===== src/rtl/if_id_prefetch_queue.sv =====
// IF/ID prefetch FIFO: buffers fetched {PC+4, instr} words while decode holds; flush drops all.
// Optional zero-latency cut-through when empty is enabled by defining PREFETCH_BYPASS_EN.
module if_id_prefetch_queue #(
  parameter int unsigned DEPTH  = 4,
  parameter int unsigned DATA_W = 64,
  parameter int unsigned CNT_W  = 3
) (
  input  logic              clk,
  input  logic              rst,
  input  logic              enq_valid,
  input  logic [DATA_W-1:0] enq_data,
  output logic              enq_ready,
  output logic              deq_valid,
  output logic [DATA_W-1:0] deq_data,
  input  logic              deq_ready,
  input  logic              flush,
  output logic [CNT_W-1:0]  count
);

  localparam int unsigned PTR_W = $clog2(DEPTH);

  logic [DATA_W-1:0] r_mem [DEPTH];
  logic [PTR_W-1:0]  r_rd_ptr;
  logic [PTR_W-1:0]  r_wr_ptr;
  logic [CNT_W-1:0]  r_count;

  logic w_full;
  logic w_empty;
  logic w_bypass;
  logic w_enq_fire;
  logic w_deq_fire;

  assign w_full  = (r_count == CNT_W'(DEPTH));
  assign w_empty = (r_count == '0);

`ifdef PREFETCH_BYPASS_EN
  // Word handed straight to decode; it never occupies a slot.
  assign w_bypass = w_empty & enq_valid & deq_ready & ~flush;
`else
  assign w_bypass = 1'b0;
`endif

  assign w_enq_fire = enq_valid & ~w_full & ~flush & ~w_bypass;
  assign w_deq_fire = ~w_empty & deq_ready & ~flush;

  assign enq_ready = ~w_full;
  assign count     = r_count;

  always_comb begin
    deq_valid = ~w_empty;
    deq_data  = '0;
    if (!w_empty) begin
      deq_data = r_mem[r_rd_ptr];
    end
`ifdef PREFETCH_BYPASS_EN
    else if (enq_valid && !flush) begin
      deq_valid = 1'b1;
      deq_data  = enq_data;
    end
`endif
  end

  always_ff @(posedge clk) begin
    if (rst) begin
      r_rd_ptr <= '0;
      r_wr_ptr <= '0;
      r_count  <= '0;
    end else if (flush) begin
      r_rd_ptr <= r_wr_ptr;
      r_count  <= '0;
    end else begin
      if (w_enq_fire) begin
        r_wr_ptr <= r_wr_ptr + PTR_W'(1);
      end
      if (w_deq_fire) begin
        r_rd_ptr <= r_rd_ptr + PTR_W'(1);
      end
      unique case ({w_enq_fire, w_deq_fire})
        2'b10:   r_count <= r_count + CNT_W'(1);
        2'b01:   r_count <= r_count - CNT_W'(1);
        default: r_count <= r_count;
      endcase
    end
  end

  // Storage needs no reset; reads are masked by deq_valid.
  always_ff @(posedge clk) begin
    if (!rst && w_enq_fire) begin
      r_mem[r_wr_ptr] <= enq_data;
    end
  end

endmodule


===== config.mk =====
export PLATFORM = sky130hd
export DESIGN_NAME = if_id_prefetch_queue
export DESIGN_NICKNAME = d
export VERILOG_FILES = /design/src/rtl/if_id_prefetch_queue.sv
export SDC_FILE = /design/constraint.sdc
export NUM_CORES = 1
export LEC_CHECK = 0
export ABC_CLOCK_PERIOD_IN_PS = 7050
export BUFFER_PORTS_ARGS = -buffer_cell sky130_fd_sc_hd__buf_2
export CORE_MARGIN = 4
export CORE_UTILIZATION = 52
export DETAILED_ROUTE_END_ITERATION = 8
export PLACE_DENSITY = 0.85
export RECOVER_POWER = 100
export SYNTH_ARGS = -nofsm -noshare
export SYNTH_HDL_FRONTEND = slang
export SYNTH_SLANG_ARGS = --single-unit

===== constraint.sdc =====
create_clock -name clk -period 7.05 [get_ports clk]
set_input_delay 1.41 -clock clk [delete_from_list [all_inputs] [get_ports clk]]
set_output_delay 1.41 -clock clk [all_outputs]
set_load 0.05 [all_outputs]

Word-level counts from Yosys, hierarchy flattened

Memory sizes are Yosys's and may differ from the RTL's. A register that Yosys moved wholly into a read port is not among the register bits.
Cells that the tools add are included.

Output and inout bits: 69
Bits in writable memories: 256
Memories: 1
Logic and storage cells: 33
Register bits after elaboration: 7

Add/sub/neg operators: 4
Bitwise logic cells: 7
Equality and inequality tests: 3
Mux-type cells: 8
Reduce and logical (&&, ||, !) cells: 7

Memory list:

| memory | depth | width | rd ports | clocked after memory_dff | wr ports | RTL line | source |
|---|---|---|---|---|---|---|---|
| r_mem  | 4     | 64    | 1        | 1                        | 1        | 22       | `logic [DATA_W-1:0] r_mem [DEPTH];` |

Operators with widths:

| operator                                                              | number |
|---|---|
| 64-bit 2-to-1 mux                                                     | 1 |
| 2-bit 2-to-1 mux                                                      | 4 |
| 3-bit one-hot mux with 2 select lines                                 | 1 |
| 2-bit by 1-bit adder with 2-bit output, second input constant         | 2 |
| 1-bit AND                                                             | 4 |
| 2-bit nonzero test                                                    | 2 |
| 3-bit by 1-bit adder with 3-bit output, second input constant         | 1 |
| 3-bit equality test, second input constant                            | 1 |
| 3-bit logical NOT                                                     | 1 |
| 1-bit NOT                                                             | 3 |
| 3-bit by 1-bit subtractor with 3-bit output, second input constant    | 1 |
| 2-bit by 1-bit equality test with 1-bit output, second input constant | 1 |
| 2-bit equality test, second input constant                            | 1 |
| 1-bit 2-to-1 mux                                                      | 2 |
| 2-bit AND reduction                                                   | 1 |
| 2-bit OR reduction                                                    | 1 |
| 1-bit logical AND                                                     | 1 |
| 1-bit logical NOT                                                     | 1 |

Logic depth before layout (Yosys ltp)

Depth after elaboration: 8
Mapped depth: 9
Mapped depth without buffers: 9

Worst setup path after synthesis

Ideal clock, no wire load.

Path type: input port to flip-flop
Start point: in flush
End point: mem r_mem[0][0] (enable)
Cell stages on the path: 4
Data required time: 6472 ps
Path slack: -212 ps
Arrival: 6684 ps
Library setup time: 578 ps
Cells stage by stage: clkbuf_1 -> and3b_4 -> inv_1 -> nor3b_1

Longest elaborated chain between the ends: 5

RTL lines:

| item                                   | RTL line | source |
|---|---|---|
| start: declaration                     | 16       | `input logic flush,` |
| 1-bit NOT (no line)                    | n/a      |  |
| 1-bit AND                              | 43       | `assign w_enq_fire = enq_valid & ~w_full & ~flush & ~w_bypass;` |
| 1-bit logical AND                      | 88       | `if (!rst && w_enq_fire) begin` |
| 1-bit 2-to-1 mux                       | 88       |  |
| 1-bit 2-to-1 mux (implied by the code) | 89       | `r_mem[r_wr_ptr] <= enq_data;` |
| end: declaration                       | 22       |  |

Every way passes these cells.

Worst setup path in the final report

Start point: reg r_count[0], in the netlist count[0]
End point: out deq_data[22]

Longest elaborated chain between the ends: 2

RTL lines:

| item                     | RTL line | source |
|---|---|---|
| start: declaration       | 25       | `logic [CNT_W-1:0] r_count;` |
| start signal: assignment | 79       | `2'b10: r_count <= r_count + CNT_W'(1);` |
| start signal: assignment | 80       | `2'b01: r_count <= r_count - CNT_W'(1);` |
| start signal: assignment | 81       | `default: r_count <= r_count;` |
| 3-bit logical NOT        | 34       | `assign w_empty = (r_count == '0);` |
| 64-bit 2-to-1 mux        | 52       | `if (!w_empty) begin` |
| end: declaration         | 14       | `output logic [DATA_W-1:0] deq_data,` |

Every way passes these cells.

==> flow_metrics.env <==
export IMPL_status="finished with violations"
export IMPL_violations="capacitance limit, slew limit"
export IMPL_power_density_nw_per_um2=279.0
export IMPL_ios=138
export IMPL_viasPerCell=5.464
export IMPL_cts_root_buffer="clkbuf_16"
export IMPL_netlist_instances=459
export IMPL_grt_overflow=0
export IMPL_cts_tree="yes"
export IMPL_timing_rr_end="r_mem[3][33]"
export IMPL_finClkSkew_ps=6.525
export IMPL_drtAntennaViolNets=0
export IMPL_placed_area_um2=11150
export IMPL_std_cell_rows=50
export IMPL_maxSlewViolCount=330
export IMPL_ff2ff_setup_slack_ps=3650
export IMPL_grt_start_max_net_pins=66
export IMPL_ys_types=29
export IMPL_ys_seq_area_share_pct=77.24
export IMPL_cts_max_level=1
export IMPL_startpoint_type="flip-flop"
export IMPL_relSlewSlack_pct=-57.63
export IMPL_grt_pass1_wl_mm=29.44
export IMPL_routed_wl_mm=18.44
export IMPL_io_buffers=137
export IMPL_worst_slew_pin_slew_ps=2364
export IMPL_arrival_ps=3350
export IMPL_hpwl_mm=11.32
export IMPL_max_freq_mhz=210.2
export IMPL_final_util_pct=62.31
export IMPL_drive_gt1_share_pct=23.89
export IMPL_cp_startpoint="count[0]"
export IMPL_avgSynthCellArea_um2=22.19
export IMPL_hp_class="reg2reg"
export IMPL_initial_core_util_pct=53.74
export IMPL_nets=685
export IMPL_layout_setup_ws_ps=2293
export IMPL_die_width_um=148.0
export IMPL_n_antenna_cell=0
export IMPL_area_delta_synth_final_pct=15.96
export IMPL_clock_path_buffers=3
export IMPL_insertion_delay_ps=510
export IMPL_vdd_drop_max_uv=205.0
export IMPL_final_hold_violation_count=0
export IMPL_drcViolationCount=0
export IMPL_total_power_uw=3296
export IMPL_wl_per_cell_um=20.76
export IMPL_die_h_um=148.0
export IMPL_ys_warn_count=0
export IMPL_dr_first_iter_drc_count=299
export IMPL_clk_pin_slew_ps=60
export IMPL_track_usage_pct=17.03
export IMPL_die_area_um2=21890
export IMPL_synth_seq_cells=265
export IMPL_vias=4852
export IMPL_period_needed_ps=4757
export IMPL_fillers=1350
export IMPL_grt_pass1_vias=5387
export IMPL_post_cts_buffers=0
export IMPL_syn_nets=534
export IMPL_place_congestion=0.6898
export IMPL_finalCritPeriodShare_pct=67.48
export IMPL_cap_violations=9
export IMPL_r2r_worst_path_cells=5
export IMPL_required_ps=5640
export IMPL_holdPathEnd="r_wr_ptr[1]"
export IMPL_critPathCaptureType="output pin"
export IMPL_dr_pass1_iters=4
export IMPL_stdcell_area_um2=11810
export IMPL_setup_violations=0
export IMPL_ctsResizeCount=0
export IMPL_cp_max_fo=65
export IMPL_min_from="r_wr_ptr[1]"
export IMPL_cts_sinks=265
export IMPL_antenna_found_initial=0
export IMPL_rr_startpoint="count[0]"
export IMPL_cts_hold_buf=0
export IMPL_place_ws_ps=3085
export IMPL_holdWs_ps=538.1
export IMPL_rsz0062_at_grt="false"
export IMPL_hold_depth=2
export IMPL_core_area_um2=18960
export IMPL_p_leak_uw=0.003773
export IMPL_cts_buffers=26
export IMPL_crit_type="reg2out"
export IMPL_netlist_area_um2=10190
-- logic make-up after synthesis --
logic type	count (synthesis)	share of synthesized area [%]
AO/OA/AOI/OAI	9	0.5773
flip-flops	265	77.24
adder cells (fa/ha/maj)	6	0.8107
buffers and inverters	29	1.671
XOR/XNOR	4	0.3440
AND/OR/NAND/NOR	80	4.962
multiplexers	66	14.40
-- how the worst max path moves through the flow --
stage | to | slack, ps | cells past startpoint
floorplan | r_mem[0][0] | -210 | 4
global placement | deq_data[47] | 3130 | 4
detailed placement | deq_data[2] | 3090 | 4
CTS | deq_data[24] | 2500 | 4
global route | deq_data[22] | 1980 | 3
finish | deq_data[22] | 2290 | 3
-- registers in the layout, indices dropped and copies added, names as in the netlist, named ones only --
register / flops
count: 3
r_wr_ptr: 2
r_mem: 256
r_rd_ptr: 2
-- critical path, cell delays in order (launching register included) --
cell and delay, ps:
dfxtp_1 470, or3_1 1550, and2_1 290, clkbuf_1 490
-- cell type report --
type / instances / area (µm²) / share of cell area, %
Clock buffer: 34 / 701.9 / 5.943
Clock inverter: 12 / 133.9 / 1.133
Tap cell: 260 / 325.3 / 2.754
Timing Repair Buffer: 146 / 608.1 / 5.148
Sequential cell: 265 / 7875 / 66.67
Inverter: 6 / 22.52 / 0.1907
Multi-Input combinational cell: 165 / 2145 / 18.16
-- power by group --
| part | total, µW | internal (µW) | switching, µW |
|---|---|---|---|
| clock network | 1340 | 807 | 532 |
| registers | 1770 | 1750 | 22.0 |
| logic | 185 | 73.1 | 112 |
-- per-layer routing --
metal	track usage, %	share of wire [%]	up-vias
li1	-	-	2154
met1	21.76	39	2508
met2	30.01	52	152
met3	3.587	6.7	38
met4	4.480	2.4	0
met5	0	0	-
-- synth_stat cells --
master / n / area (µm²)
edfxtp_1: 256 / 7687
and2_1: 64 / 400.4
mux4_2: 64 / 1441
clkbuf_1: 9 / 33.78
dfxtp_1: 9 / 180.2
buf_6: 7 / 78.83
buf_2: 6 / 30.03
inv_1: 6 / 22.52
ha_1: 5 / 62.56
nor2_1: 4 / 15.01
nor3b_1: 4 / 30.03
a21oi_1: 3 / 15.01
nand2b_1: 2 / 12.51
nor3_1: 2 / 10.01
o21a_1: 2 / 15.01
xnor2_1: 2 / 17.52
xor2_1: 2 / 17.52
a211oi_1: 1 / 7.510
and3b_4: 1 / 12.51
clkbuf_2: 1 / 5.000
fa_1: 1 / 20.02
mux2_4: 1 / 15.01
mux2i_1: 1 / 10.01
o21ai_0: 1 / 5.000
o311ai_0: 1 / 8.760
o31ai_1: 1 / 7.510
or3_1: 1 / 6.260
or3_2: 1 / 7.510
or3b_4: 1 / 11.26
-- per-stage QoR --
step	cells	setup TNS (ps)
floorplan	459	-53390
global placement	842	0
detailed placement	842	0
CTS	888	0
global route	888	0
finish	888	0
-- cell usage in the layout, fill, tap and decap left out, types with 3 or more instances in the layout --
cell type	n
clkbuf_1	107
ha_1	5
nor2_1	4
inv_1	6
dfxtp_1	7
clkinv_1	4
bufinv_16	3
nor3b_1	4
and2_1	22
clkinv_2	4
mux4_2	64
edfxtp_1	256
and2_0	42
buf_2	45
clkbuf_16	27
a21oi_1	3
No activity file was read; power rests on OpenSTA's default activity.
